## src/rtl/axis_frame_len_check.sv

```systemverilog
// axis_frame_len_check: AXI-Stream frame length policer that truncates oversize frames and marks them bad in tuser.
// Optional undersize check enabled by defining AXIS_FRAME_LEN_CHECK_UNDERSIZE_EN.
module axis_frame_len_check #(
  parameter int DATA_WIDTH = 8,
  parameter int KEEP_ENABLE = (DATA_WIDTH > 8),
  parameter int KEEP_WIDTH = (DATA_WIDTH + 7) / 8,
  parameter int USER_WIDTH = 1,
  parameter int LEN_WIDTH = 16,
  parameter int MAX_LEN = 1518,
  parameter int MIN_LEN = 64,
  parameter logic [USER_WIDTH-1:0] USER_BAD_FRAME_VALUE = 1'b1,
  parameter logic [USER_WIDTH-1:0] USER_BAD_FRAME_MASK = 1'b1
) (
  input  logic                  clk,
  input  logic                  rst,
  input  logic [DATA_WIDTH-1:0] s_axis_tdata,
  input  logic [KEEP_WIDTH-1:0] s_axis_tkeep,
  input  logic                  s_axis_tvalid,
  output logic                  s_axis_tready,
  input  logic                  s_axis_tlast,
  input  logic [USER_WIDTH-1:0] s_axis_tuser,
  output logic [DATA_WIDTH-1:0] m_axis_tdata,
  output logic [KEEP_WIDTH-1:0] m_axis_tkeep,
  output logic                  m_axis_tvalid,
  input  logic                  m_axis_tready,
  output logic                  m_axis_tlast,
  output logic [USER_WIDTH-1:0] m_axis_tuser,
  output logic [LEN_WIDTH-1:0]  status_frame_len,
  output logic                  status_frame_valid,
  output logic                  status_oversize,
  output logic                  status_undersize
);
`ifdef AXIS_FRAME_LEN_CHECK_UNDERSIZE_EN
  localparam bit UNDER_EN = 1'b1;
`else
  localparam bit UNDER_EN = 1'b0;
`endif
  typedef enum logic {PASS, DROP} state_t;
  state_t state_q, state_d;
  logic [LEN_WIDTH-1:0] cnt_q, cnt_d, beat_bytes, sum_sat, len_q, len_d;
  logic [LEN_WIDTH:0] sum;
  logic over, under, accept, load, term;
  logic tvalid_q, tvalid_d, fv_q, fv_d, ov_q, ov_d, un_q, un_d, last_d;
  logic [DATA_WIDTH-1:0] tdata_q;
  logic [KEEP_WIDTH-1:0] tkeep_q;
  logic tlast_q;
  logic [USER_WIDTH-1:0] tuser_q, user_d;
  always_comb begin
    beat_bytes = '0;
    for (int i = 0; i < KEEP_WIDTH; i++)
      beat_bytes = beat_bytes + LEN_WIDTH'(KEEP_ENABLE == 0 || s_axis_tkeep[i]);
    sum = {1'b0, cnt_q} + {1'b0, beat_bytes};
    sum_sat = sum[LEN_WIDTH] ? '1 : sum[LEN_WIDTH-1:0];
    over = sum > (LEN_WIDTH+1)'(MAX_LEN);
    under = UNDER_EN && s_axis_tlast && !over && sum < (LEN_WIDTH+1)'(MIN_LEN);
    s_axis_tready = state_q == DROP || m_axis_tready || !tvalid_q;
    accept = s_axis_tvalid && s_axis_tready;
    load = accept && state_q == PASS;
    // An oversize beat closes the frame on the output even when the input frame continues.
    term = load && (s_axis_tlast || over);
    state_d = state_q == PASS ? ((load && over && !s_axis_tlast) ? DROP : PASS)
                              : ((accept && s_axis_tlast) ? PASS : DROP);
    cnt_d = term ? '0 : (load ? sum_sat : cnt_q);
    tvalid_d = load ? 1'b1 : (m_axis_tready ? 1'b0 : tvalid_q);
    last_d = s_axis_tlast || over;
    user_d = (over || under) ? ((s_axis_tuser & ~USER_BAD_FRAME_MASK) |
                                (USER_BAD_FRAME_VALUE & USER_BAD_FRAME_MASK)) : s_axis_tuser;
    fv_d = term;
    ov_d = term && over;
    un_d = term && under;
    len_d = term ? sum_sat : len_q;
  end
  always_ff @(posedge clk) begin
    if (rst) begin
      state_q <= PASS;
      cnt_q <= '0;
      tvalid_q <= 1'b0;
      fv_q <= 1'b0;
      ov_q <= 1'b0;
      un_q <= 1'b0;
      len_q <= '0;
    end else begin
      state_q <= state_d;
      cnt_q <= cnt_d;
      tvalid_q <= tvalid_d;
      fv_q <= fv_d;
      ov_q <= ov_d;
      un_q <= un_d;
      len_q <= len_d;
    end
  end
  always_ff @(posedge clk) begin
    if (load) begin
      tdata_q <= s_axis_tdata;
      tkeep_q <= s_axis_tkeep;
      tlast_q <= last_d;
      tuser_q <= user_d;
    end
  end
  assign m_axis_tdata = tdata_q;
  assign m_axis_tkeep = tkeep_q;
  assign m_axis_tvalid = tvalid_q;
  assign m_axis_tlast = tlast_q;
  assign m_axis_tuser = tuser_q;
  assign status_frame_len = len_q;
  assign status_frame_valid = fv_q;
  assign status_oversize = ov_q;
  assign status_undersize = un_q;
endmodule
```

## config.mk

```make
export PLATFORM = sky130hd
export DESIGN_NAME = axis_frame_len_check
export DESIGN_NICKNAME = d
export VERILOG_FILES = /design/src/rtl/axis_frame_len_check.sv
export SDC_FILE = /design/constraint.sdc
export NUM_CORES = 1
export LEC_CHECK = 0
export CAP_MARGIN = 5
export CORE_ASPECT_RATIO = 1.25
export CORE_MARGIN = 1
export CORE_UTILIZATION = 55
export CTS_BUF_LIST = sky130_fd_sc_hd__clkbuf_8
export DETAILED_ROUTE_END_ITERATION = 8
export PLACE_DENSITY = 0.91
export SYNTH_ARGS = -nofsm -noshare
export SYNTH_HDL_FRONTEND = slang
export SYNTH_SLANG_ARGS = --single-unit
```

## constraint.sdc

```tcl
create_clock -name clk -period 4.8 [get_ports clk]
set_input_delay 0.72 -clock clk [delete_from_list [all_inputs] [get_ports clk]]
set_output_delay 0.72 -clock clk [all_outputs]
set_load 0.05 [all_outputs]
```

==> flow_summary.ini <==
[drt]
totalWireLength_mm = 5.839
drt.antenna.violating_nets = 0
route.detailed.wl_per_inst_um = 16.09
firstDrtPassIters = 5
drt_iter0_markers = 158
vias_per_cell = 6.405
num_vias = 2325
drc = 0

[floorplan]
die_y_um = 76.56
initial_core_util = 0.5874
rows = 26
core_area_um2 = 4164
die_x_um = 61.65
die_area_um2 = 4720
boundaryPins = 47

[sta]
period_needed_ns = 3.308
max_freq_mhz = 302.3
maxSlewHeadroom = 0.5130
fin_skew_ns = 0.009204
finalHoldViolCount = 0
rsz0062_at_grt = no
period_share = 0.6892
setup_slack_ns = 1.492
tightestPinTransition_ns = 0.7305
slew_viol_final = 0
whs_ns = 0.4791
finalSetupViolCount = 0
fin_setup_tns_ns = 0

[pwr]
seqPwrFrac = 0.493
p_leak_nw = 0.9580
p_clk_frac = 0.279
combPwrFrac = 0.228
finalPower_w = 0.0009009
p_sw_w = 0.0002842
max-vdd-ir-drop_uv = 173.9
p_per_area_nw_per_um2 = 304.2
swShare = 0.3155
p_int_w = 0.0006167

[place]
gp_congestion = 0.8858
preCtsSetupSlack_ns = 1.575
port_buffers = 45
place_area_um2 = 2863
dp_hpwl_mm = 3.932

[logic_synthesis]
ys_types = 58
synth_nets = 295
synth_common_cells = 36 x dfxtp_1, 28 x nor2_1, 18 x nand2_1
synth_top_area_frac = 0.2946
synth.avg_cell_area_um2 = 8.799
synth-seq-area-share = 0.4297
synth_ff_type = dfxtp_1
async_reset_ff_frac = 0
yosysWarnings = 0
ys_ff_latch = 47
netlist_instances = 278
synth_edf_count = 11
synthesis.area_um2 = 2446
synth_top_cells_by_area = dfxtp_1 29%, edfxtp_1 14%, nor2_1 4.3%
synth_top_area_cell = dfxtp_1
yosysMostFrequentCell = dfxtp_1

[min_path]
whs_path_depth = 2
hold_class = register to register

[clock_tree]
cts_max_level = 2
ctsHoldBuffers = 0
insertion_delay_ns = 0.30
cts-resized-gates = 0
cts_tree = done
clk_pin_slew_ns = 0.09
cts_buffers = 5
cts.repair_timing.setup_buffer_count = 0
cts_max_path_buffers = 2
cts.sinks = 47
cts_root_buffer = clkbuf_8

[worst_setup_path]
crit_path_end_kind = register
critPathArrivalTime_ns = 3.50
start_kind = register
crit_required_ns = 4.99
critPathMaxFanout = 16
ff2ff_path_depth = 7
critPathKind = register to register

[global_route]
grt_pass1_vias = 2151
grt_usage = 0.2628
antenna_found_initial = 0
grt_pass1_wl_mm = 9.597
grt_max_degree = 36
grt-ovfl-total = 0

[layout]
syn_to_final_growth_pct = 21.07
n_antenna_cell = 0
fin_area_um2 = 2962
drive_gt1_frac = 0.06515
n_fill_cell = 326
finalNetCount = 323
register_area_um2 = 1051
multi_input_area_um2 = 1220

[run]
drv_cap = 0

[run_status]
outcome = complete, no violations
==> through the flow <==
step / std cells / utilization
after floorplan: 278 / -
after global placement: 355 / 0.6875
after detailed placement: 355 / 0.6875
after CTS: 363 / 0.7112
after global routing: 363 / 0.7112
final: 363 / 0.7112
==> area by class of cell <==
class,count,share of cell area
clock buffer,6,0.02788
clock inverter,2,0.005492
inverter,11,0.01394
multi-input combinational,192,0.4119
sequential,47,0.3549
tap,56,0.02366
timing repair buffer,49,0.1622
==> power groups by stage <==
stage | logic, W | registers [W] | clock network (W)
finish | 0.000205 | 0.000444 | 0.000252
global route | 0.000220 | 0.000447 | 0.000269
CTS | 0.000204 | 0.000444 | 0.000254
detailed placement | 0.000203 | 0.000453 | 0
global placement | 0.000198 | 0.000451 | 0
floorplan | 0.0000844 | 0.000508 | 0
==> registers in the layout (all words and copies together), names as in the netlist <==
name,cells
cnt_q,16
status_frame_len,16
m_axis_tdata,8
m_axis_tkeep,1
m_axis_tlast,1
m_axis_tuser,1
m_axis_tvalid,1
state_q,1
status_frame_valid,1
status_oversize,1
==> worst paths after layout <==
kind,start,to,slack (ns)
hold / removal,status_frame_len[10]$_SDFFE_PP0P_,status_frame_len[10]$_SDFFE_PP0P_,0.48
setup reg to reg,cnt_q[0]$_SDFFE_PP0P_,status_frame_len[9]$_SDFFE_PP0P_,1.49
setup / recovery,cnt_q[0]$_SDFFE_PP0P_,status_frame_len[9]$_SDFFE_PP0P_,1.49
hold reg to reg,status_frame_len[10]$_SDFFE_PP0P_,status_frame_len[10]$_SDFFE_PP0P_,0.48
==> critical path, cell delays in order, from the launching register on <==
cell,delay [ns]
dfxtp_1,0.50
ha_1,0.36
nand3_1,0.38
o31ai_2,0.40
a22oi_1,0.16
a41oi_2,0.61
a31o_1,0.46
mux2_4,0.33
==> layer usage <==
metal,track usage,wire length [um],up-vias
li1,-,-,1075
met3,0.04584,470,26
met1,0.3266,2247,1087
met2,0.4312,2930,137
met5,0,0,-
met4,0.1111,190,0
==> logic make-up (layout without fill, tap and decap cells) <==
| group | count (synthesis) | in the layout | share of synthesized area |
|---|---|---|---|
| AND/OR/NAND/NOR | 107 | 107 | 0.2200 |
| AO/OA/AOI/OAI | 68 | 68 | 0.2133 |
| flip-flops | 47 | 47 | 0.4297 |
| buffers and inverters | 39 | 68 | 0.07161 |
| XOR/XNOR | 11 | 11 | 0.03939 |
| multiplexers | 3 | 3 | 0.01432 |
| adder cells (fa/ha/maj) | 2 | 2 | 0.01023 |
| other | 1 | 1 | 0.001533 |
==> cells in the final DEF (no fill, tap or decap), types with 5 or more instances in the layout <==
master	n
nor3_1	15
inv_1	10
clkbuf_8	6
nand3_1	12
xnor2_1	8
a21oi_1	16
o22ai_1	5
nand2_1	18
nor4_1	6
a311oi_1	9
dfxtp_1	36
nor2_1	28
clkdlybuf4s50_1	45
a31o_1	10
edfxtp_1	11
Note: power is estimated with default switching activity, not from simulation.
